File: config.mk
export PLATFORM = sky130hd
export DESIGN_NAME = decoder_scan_sel_gen_flat
export DESIGN_NICKNAME = d
export VERILOG_FILES = /design/src/rtl/decoder_scan_sel_gen_if.sv /design/src/rtl/decoder_scan_sel_gen.sv /design/src/flat_wrapper.sv
export SDC_FILE = /design/constraint.sdc
export NUM_CORES = 1
export LEC_CHECK = 0
export CORE_ASPECT_RATIO = 1.2
export CORE_MARGIN = 2
export CORE_UTILIZATION = 50
export CTS_CLUSTER_SIZE = 10
export DETAILED_ROUTE_END_ITERATION = 7
export GPL_TIMING_DRIVEN = 0
export PLACE_DENSITY = 0.85
export SYNTH_ARGS = -nofsm -noshare
export SYNTH_HDL_FRONTEND = slang
export SYNTH_SLANG_ARGS = --single-unit
File: constraint.sdc
create_clock -name clk -period 4.7 [get_ports clk]
set_input_delay 0.705 -clock clk [delete_from_list [all_inputs] [get_ports clk]]
set_output_delay 0.705 -clock clk [all_outputs]
set_load 0.05 [all_outputs]
File: src/rtl/decoder_scan_sel_gen_if.sv
// Scan select handshake bundle: control inputs from the
// host side, registered select/status back from the generator.
interface decoder_scan_sel_gen_if #(
    parameter int DWELL_W = 8
);
    logic               en;
    logic [1:0]         mode;
    logic [DWELL_W-1:0] dwell;
    logic [7:0]         skip_mask;
    logic               load;
    logic [2:0]         load_val;
    logic [2:0]         sel;
    logic               sel_valid;
    logic               wrap;
    logic               dir_dn;

    modport master (
        output en, mode, dwell, skip_mask, load, load_val,
        input  sel, sel_valid, wrap, dir_dn
    );

    modport slave (
        input  en, mode, dwell, skip_mask, load, load_val,
        output sel, sel_valid, wrap, dir_dn
    );
endinterface

File: src/rtl/decoder_scan_sel_gen.sv
// Scanned 3-bit select generator feeding decoder_3x8: up/down/ping-pong
// stepping with per-position dwell, skip masking and index load.
module decoder_scan_sel_gen #(
    parameter int DWELL_W = 8
) (
    input logic clk,
    input logic rst,
    decoder_scan_sel_gen_if.slave bus
);
    typedef enum logic [1:0] {
        M_HOLD = 2'b00,
        M_UP   = 2'b01,
        M_DN   = 2'b10,
        M_PP   = 2'b11
    } mode_e;

    logic [2:0]         sel_q, sel_d;
    logic [DWELL_W-1:0] cnt_q, cnt_d;
    logic               wrap_q, wrap_d;
    logic               dir_q, dir_d;
    logic               vld_q, vld_d;

    logic [2:0] up_nxt, dn_nxt;
    logic       up_wrap, dn_wrap;
    logic       up_hit, dn_hit;
    logic       hold;
    mode_e      mode;

    assign mode = mode_e'(bus.mode);
    assign hold = !bus.en || (mode == M_HOLD) || (&bus.skip_mask);

    // Circular search both ways; the d=8 probe lands on sel itself,
    // which covers the single-unmasked-position case.
    always_comb begin
        logic [2:0] ui;
        logic [2:0] di;
        up_nxt  = sel_q;
        dn_nxt  = sel_q;
        up_wrap = 1'b0;
        dn_wrap = 1'b0;
        up_hit  = 1'b0;
        dn_hit  = 1'b0;
        ui      = sel_q;
        di      = sel_q;
        for (int d = 1; d <= 8; d++) begin
            ui = sel_q + 3'(d);
            di = sel_q - 3'(d);
            if (!up_hit && !bus.skip_mask[ui]) begin
                up_hit  = 1'b1;
                up_nxt  = ui;
                up_wrap = (4'(d) + {1'b0, sel_q}) > 4'd7;
            end
            if (!dn_hit && !bus.skip_mask[di]) begin
                dn_hit  = 1'b1;
                dn_nxt  = di;
                dn_wrap = 4'(d) > {1'b0, sel_q};
            end
        end
    end

    always_comb begin
        sel_d  = sel_q;
        cnt_d  = cnt_q;
        wrap_d = 1'b0;
        dir_d  = dir_q;
        if (bus.load) begin
            sel_d = bus.load_val;
            cnt_d = '0;
        end else if (hold) begin
            cnt_d = '0;
        end else if (cnt_q < bus.dwell) begin
            cnt_d = cnt_q + DWELL_W'(1);
        end else begin
            cnt_d = '0;
            unique case (mode)
                M_UP: begin
                    sel_d  = up_nxt;
                    wrap_d = up_wrap;
                    dir_d  = 1'b0;
                end
                M_DN: begin
                    sel_d  = dn_nxt;
                    wrap_d = dn_wrap;
                    dir_d  = 1'b1;
                end
                M_PP: begin
                    // A wrap in the current direction means nothing lies
                    // beyond sel, so bounce to the opposite search.
                    if (!dir_q) begin
                        if (up_wrap) begin
                            sel_d  = dn_nxt;
                            wrap_d = 1'b1;
                            dir_d  = 1'b1;
                        end else begin
                            sel_d = up_nxt;
                        end
                    end else begin
                        if (dn_wrap) begin
                            sel_d  = up_nxt;
                            wrap_d = 1'b1;
                            dir_d  = 1'b0;
                        end else begin
                            sel_d = dn_nxt;
                        end
                    end
                end
                M_HOLD: ;
            endcase
        end
        vld_d = bus.en & ~bus.skip_mask[sel_d];
    end

    always_ff @(posedge clk) begin
        if (rst) begin
            sel_q  <= '0;
            cnt_q  <= '0;
            wrap_q <= 1'b0;
            dir_q  <= 1'b0;
            vld_q  <= 1'b0;
        end else begin
            sel_q  <= sel_d;
            cnt_q  <= cnt_d;
            wrap_q <= wrap_d;
            dir_q  <= dir_d;
            vld_q  <= vld_d;
        end
    end

    assign bus.sel       = sel_q;
    assign bus.sel_valid = vld_q;
    assign bus.wrap      = wrap_q;
    assign bus.dir_dn    = dir_q;
endmodule

File: src/flat_wrapper.sv
// flat-port wrapper written by rule: the top's interface ports become plain ports
module decoder_scan_sel_gen_flat 
#(
    parameter int DWELL_W = 8
)
  (clk, rst, bus_en, bus_mode, bus_dwell, bus_skip_mask, bus_load, bus_load_val, bus_sel, bus_sel_valid, bus_wrap, bus_dir_dn);
  decoder_scan_sel_gen_if #(.DWELL_W(DWELL_W)) bus_i ();
  input logic clk;
  input logic rst;
  input wire logic [$bits(bus_i.en)-1:0] bus_en;
  input wire logic [$bits(bus_i.mode)-1:0] bus_mode;
  input wire logic [$bits(bus_i.dwell)-1:0] bus_dwell;
  input wire logic [$bits(bus_i.skip_mask)-1:0] bus_skip_mask;
  input wire logic [$bits(bus_i.load)-1:0] bus_load;
  input wire logic [$bits(bus_i.load_val)-1:0] bus_load_val;
  output wire logic [$bits(bus_i.sel)-1:0] bus_sel;
  output wire logic [$bits(bus_i.sel_valid)-1:0] bus_sel_valid;
  output wire logic [$bits(bus_i.wrap)-1:0] bus_wrap;
  output wire logic [$bits(bus_i.dir_dn)-1:0] bus_dir_dn;
  assign bus_i.en = bus_en;
  assign bus_i.mode = bus_mode;
  assign bus_i.dwell = bus_dwell;
  assign bus_i.skip_mask = bus_skip_mask;
  assign bus_i.load = bus_load;
  assign bus_i.load_val = bus_load_val;
  assign bus_sel = bus_i.sel;
  assign bus_sel_valid = bus_i.sel_valid;
  assign bus_wrap = bus_i.wrap;
  assign bus_dir_dn = bus_i.dir_dn;
  decoder_scan_sel_gen #(.DWELL_W(DWELL_W)) u_core (.clk(clk), .rst(rst), .bus(bus_i));
endmodule
* After elaboration in Yosys (flattened, before gate mapping)
Cells that the tools add are included.
** Word-level totals
- Register bits after elaboration :: 14
- Bits in latches :: 0
- RAM bits :: 0
- ROM bits :: 0
- Bits of input ports :: 25
- Output and inout port bits :: 6
- Logic and storage cells :: 208
- Memories :: 0
** Cells by class
- $add $sub $neg :: 23
- Multiply operators :: 0
- Div/mod/pow operators :: 0
- Magnitude comparators :: 32
- Equal/unequal tests :: 3
- Shift-type cells :: 0
- Muxes and demuxes :: 92
- Bitwise operators :: 5
- Reductions and logical operators :: 48
** Operators by type and width (count)
- 3-bit 2-to-1 mux :: 22
- 3-bit by 4-bit less-than comparator with 1-bit output, second input constant :: 16
- 1-bit 2-to-1 mux :: 51
- 1-bit binary-select mux with 3-bit select :: 16
- 4-bit by 3-bit > comparator with 1-bit output, second input constant :: 8
- 1-bit logical NOT :: 26
- 3-bit by 3-bit adder with 4-bit output, first input constant :: 4
- 1-bit logical AND :: 14
- 3-bit adder, second input constant :: 4
- 3-bit > comparator, first input constant :: 4
- 3-bit subtractor, second input constant :: 4
- 3-bit one-hot mux with 3 select lines :: 1
- 2-bit by 3-bit adder with 4-bit output, first input constant :: 2
- 8-bit by 1-bit adder with 8-bit output, second input constant :: 1
- 8-bit less-than comparator :: 1
- 8-bit AND reduction :: 1
- 4-bit OR reduction :: 2
- 3-bit by 2-bit adder with 3-bit output, second input constant :: 2
- 2-bit by 3-bit > comparator with 1-bit output, first input constant :: 2
- 1-bit one-hot mux with 3 select lines :: 2
- 3-bit by 2-bit subtractor with 3-bit output, second input constant :: 2
- 1-bit by 3-bit adder with 4-bit output, first input constant :: 1
- 4-bit by 3-bit adder with 4-bit output, first input constant :: 1
- 2-bit == test, second input constant :: 2
- other kinds (10) :: 14

* Depth between registers and ports, before layout
- Depth after elaboration :: 34
- Mapped depth :: 18
- Depth with buffers taken out :: 14

* Least setup slack after synthesis
OpenSTA, ideal clock, no wires.
- Path kind :: register to register
- Start point :: reg u_core.sel_q[0], in the netlist u_core.bus.sel[0]
- End point :: reg u_core.vld_q, in the netlist u_core.bus.sel_valid
- Setup time :: 0.072 ns
- Arrival time :: 4.907 ns
- Required time :: 4.628 ns
- Slack :: -0.280 ns
- Cell stages (with the launch flop) :: 18
- Buffers on the path :: 3
- Clock period less this slack :: 4.980 ns
- Cell sequence :: dfxtp_1 -> buf_6 -> clkbuf_8 -> inv_1 -> ha_1 -> buf_6 -> mux2_1 -> mux4_2 -> or2_1 -> nor4b_4 -> o41ai_4 -> a221o_2 -> o2bb2ai_1 -> a21oi_1 -> a2bb2oi_2 -> mux4_1 -> mux2_2 -> nor3b_2
** Between the ends
- Cells in the longest elaborated chain, start to end :: 34
- Elaborated cells between the ends (all ways) :: 163
- Classes of those cells :: add/sub: 22; order compare: 15; mux: 85; bitwise: 2; reduce/logical: 39
** RTL lines
- start: declaration :: line decoder_scan_sel_gen.sv:17 : logic [2:0] sel_q, sel_d;
- start signal: assignment :: line decoder_scan_sel_gen.sv:121 : sel_q <= sel_d;
- 3-bit by 2-bit adder with 3-bit output / 3-bit by 2-bit subtractor with 3-bit output (equally long branches) :: line decoder_scan_sel_gen.sv:46, decoder_scan_sel_gen.sv:47
- 1-bit binary-select mux with 3-bit select, on equally long branches :: line decoder_scan_sel_gen.sv:48, decoder_scan_sel_gen.sv:53
- 1-bit 2-to-1 mux, on equally long branches :: line decoder_scan_sel_gen.sv:48, decoder_scan_sel_gen.sv:53
- 1-bit logical NOT, on equally long branches :: line decoder_scan_sel_gen.sv:48, decoder_scan_sel_gen.sv:53
- 1-bit logical AND, on equally long branches :: line decoder_scan_sel_gen.sv:48, decoder_scan_sel_gen.sv:53
- 1-bit 2-to-1 mux, on equally long branches :: line decoder_scan_sel_gen.sv:48, decoder_scan_sel_gen.sv:53
- 1-bit logical NOT, on equally long branches :: line decoder_scan_sel_gen.sv:48, decoder_scan_sel_gen.sv:53
- 1-bit logical AND, on equally long branches :: line decoder_scan_sel_gen.sv:48, decoder_scan_sel_gen.sv:53
- [... 18 more ...]
- 3-bit one-hot mux with 3 select lines :: line decoder_scan_sel_gen.sv:75 : unique case (mode)
- 3-bit 2-to-1 mux :: line decoder_scan_sel_gen.sv:71 : end else if (cnt_q < bus.dwell) begin
- 3-bit 2-to-1 mux (*) :: line decoder_scan_sel_gen.sv:69 : end else if (hold) begin
- 3-bit 2-to-1 mux (*) :: line decoder_scan_sel_gen.sv:66 : if (bus.load) begin
- 1-bit binary-select mux with 3-bit select (*) :: line decoder_scan_sel_gen.sv:110 : vld_d = bus.en & ~bus.skip_mask[sel_d];
- 1-bit 2-to-1 mux (implied by the code) (*) :: line decoder_scan_sel_gen.sv:110
- 1-bit NOT (*) :: line decoder_scan_sel_gen.sv:110
- 1-bit bitwise AND (*) :: line decoder_scan_sel_gen.sv:110
- end signal: assignment :: line decoder_scan_sel_gen.sv:125 : vld_q <= vld_d;
- end: declaration :: line decoder_scan_sel_gen.sv:21 : logic vld_q, vld_d;
Mark *: on every way between the ends. The rest lies on a longest branch, timed or not. The select of a mux whose other input is x is not followed.
A chain may end at the register's enable or synchronous reset.

* Final worst setup path
- Start point :: reg u_core.sel_q[1], in the netlist u_core.bus.sel[1]
- End point :: reg u_core.vld_q, in the netlist u_core.bus.sel_valid
Same word-level chain as after synthesis.

==> flow_metrics.tcl <==
set metrics [dict create \
    synthSimpleGateAreaFrac_pct 19.6 \
    run_status "finished, final reports clean" \
    r2r-end "u_core.bus.sel_valid" \
    min_path_type "reg -> reg" \
    startpoint_type "flop" \
    port_buffers 30 \
    power_density_nw_per_um2 212 \
    gp_congestion 0.988 \
    tightest_slew_ps 800 \
    crit_start "u_core.bus.sel[1]" \
    vias 2637 \
    place_area_sq_um 2700 \
    synthAdderAreaFrac_pct 9.70 \
    drtPass1Iterations 5 \
    required_ps 4880 \
    core_sq_um 4530 \
    synth_xor_area_share_pct 3.34 \
    die_y_microns 78.7 \
    synth_ff_type "dfxtp_1" \
    ys_seq_area_share_pct 12.1 \
    p_total_mw 0.670 \
    timing.critical_path.to_type "flop" \
    final-setup-viol-count 0 \
    synth_edf_count 0 \
    hpwlAfterDp_microns 4830 \
    slew_violations 0 \
    synth-compound-area-share_pct 23.6 \
    io_pins 31 \
    final-instance-count-excl-fill 384 \
    final_nets 370 \
    synth_nets 306 \
    cts.sinks 14 \
    final_common_cell "buf_4" \
    postRouteAntennaNets 0 \
    synth_mux_area_share_pct 24.9 \
    max_cap_violations 0 \
    leakagePower_nw 1.32 \
    r2r_start "u_core.bus.sel[1]" \
    final-hold-violation-count 0 \
    n_antenna_cell 0 \
    fin_util_pct 69.8 \
    async_reset_ff_share_pct 0 \
    syn-cell-area_sq_um 2320 \
    r2r_cells 19 \
    path_clk_slew_ps 60 \
    clockBufferDepth 2 \
    final_cell_mix "buf_4, nand2_1, nor2_1" \
    antenna_found_initial 0 \
    grt_usage_pct 25.9 \
    design_area_sq_um 3160 \
    tritoncts "built" \
    fmax_ghz 0.213 \
    fin_ws_ps 2.79 \
    grt_overflow_total 0 \
    die_w_microns 66.2 \
    place_ws_ps -315 \
    post_drt_wl_per_cell_microns 20.7 \
    ff2ff_setup_slack_ps 3 \
    grt_pass1_vias 2315 \
    endpoint "u_core.bus.sel_valid" \
    start_util_pct 51.3 \
    num_rows 27 \
    period_needed_ps 4700 \
    worstPathMaxFanout 7 \
    drc 0 \
    dr.first_iter.drc_count 228 \
    finalCritPeriodShare_pct 99.9 \
    rsz0062_at_grt "yes" \
    cpPeakStageDelay_ps 450 \
    cts_made_buffers 3 \
    wirelength_microns 7960 \
    yosysUniqueCellTypes 71 \
    dp.cells 351 \
    insertion_delay_ps 260 \
    slew_headroom_pct 46.5 \
    clockRootBuffer "clkbuf_8" \
    ir_worst_vdd_mv 0.157 \
    via_per_inst 6.87 \
    worstPathArrival_ps 4880 \
    grt_max_degree 11 \
    finalClockSkew_ps 2.28 \
    syn_area_per_cell_sq_um 8.83 \
    dieArea_sq_um 5210 \
    grt_pass1_wl_microns 10700 \
    path_common_cell "buf_4" \
    ys.warnings.count 0 \
    path_class "reg -> reg" \
    synth_seq_cells 14 \
    drive_gt1_share_pct 30.1 \
    cts_hold_buf 0 \
    synth_top_family_by_area "multiplexers" \
    cp_slowest_cell "mux4_2" \
    postSynthCellCount 263 \
    htreeDepth 1 \
    cp_cell_sequence "buf_12 -> clkinvlp_4 -> ha_4 -> buf_6 -> buf_4 -> mux4_2 -> buf_4 -> mux2_2 -> nand2_2 -> nor4b_4 -> o41ai_4 -> buf_4 -> a21boi_2 -> or3_1 -> a41o_1 -> a2bb2oi_4 -> mux4_2 -> mux2_4 -> nor3b_2" \
    area_growth_pct 36.0 \
]
-- flip-flops by register name, summed over array words and instances (netlist names) --
name,count
u_core.bus.wrap,1
u_core.bus.dir_dn,1
u_core.cnt_q,8
u_core.bus.sel,3
u_core.bus.sel_valid,1
-- cell usage after synthesis, types with 4 or more instances --
cell type	instances	share of area, %
nand2_1	25	4.0
nor2_1	23	3.7
inv_1	19	3.1
ha_1	18	9.7
a21oi_1	16	3.4
dfxtp_1	14	12
o21ai_0	14	3.0
mux4_2	8	7.8
nand3_1	8	1.7
mux2i_1	7	3.0
a31oi_1	5	1.3
mux2_2	5	2.4
mux4_1	5	5.7
buf_6	4	1.9
mux2_1	4	1.9
nor2b_1	4	1.1
nor3_1	4	0.86
o211ai_1	4	1.3
xor2_1	4	1.5
-- how the worst min path moves through the flow --
stage                    start               to  cells past startpoint
6_report       u_core.cnt_q[0]  u_core.cnt_q[0]                      1
5_1_grt        u_core.cnt_q[0]  u_core.cnt_q[0]                      1
4_1_cts        u_core.cnt_q[0]  u_core.cnt_q[0]                      1
3_5_place_dp   u_core.cnt_q[0]  u_core.cnt_q[0]                      1
3_3_place_gp   u_core.cnt_q[0]  u_core.cnt_q[0]                      1
2_1_floorplan  u_core.cnt_q[0]  u_core.cnt_q[0]                      1
-- through the flow --
step | hold slack [ps] | setup TNS [ps]
final | 481 | 0
after global placement | 458 | -216
after CTS | 483 | 0
after detailed placement | 468 | -315
after floorplan | 437 | 0
after global routing | 532 | -101
-- critical path: cells and delay by family (launching register included) --
kind            cells  cell delay (ps)
flops               1              390
compound gates      4              880
buf+inv             6              850
fa+ha+maj           1              280
simple gates        4              790
mux                 4             1410
-- cell families after synthesis --
kind of cell    count (synthesis)
simple gates                   86
flops                          14
xor+xnor                        8
fa+ha+maj                      18
compound gates                 74
buf+inv                        29
mux                            34
-- layer usage --
metal	global-route usage [%]	share of wire [%]	up-vias
met4	9.39	5.1	0
met2	47.6	51	194
met1	30.9	36	1257
met5	0	0	-
met3	1.58	7.3	55
li1	-	-	1131
-- power breakdown --
group	switching, mW	internal, mW
sequential	0.00428	0.121
combinational	0.223	0.200
clock	0.0475	0.0745
-- layout make-up --
type / instances / area (sq um)
Buffer: 9 / 101
Clock buffer: 4 / 55.1
Fill cell: 312 / 1370
Inverter: 19 / 82.6
Multi-Input combinational cell: 220 / 2000
Sequential cell: 14 / 292
Tap cell: 58 / 72.6
Timing Repair Buffer: 60 / 553
-- timing repair --
| action | in CTS | in global routing |
|---|---|---|
| cloned | 0 | 0 |
| endpoints found under the setup margin | 1 | 1 |
| buffers inserted | 9 | 22 |
| pin swaps | 5 | 12 |
| gates resized for setup | 9 | 34 |
Note: power is estimated with default switching activity, not from simulation.
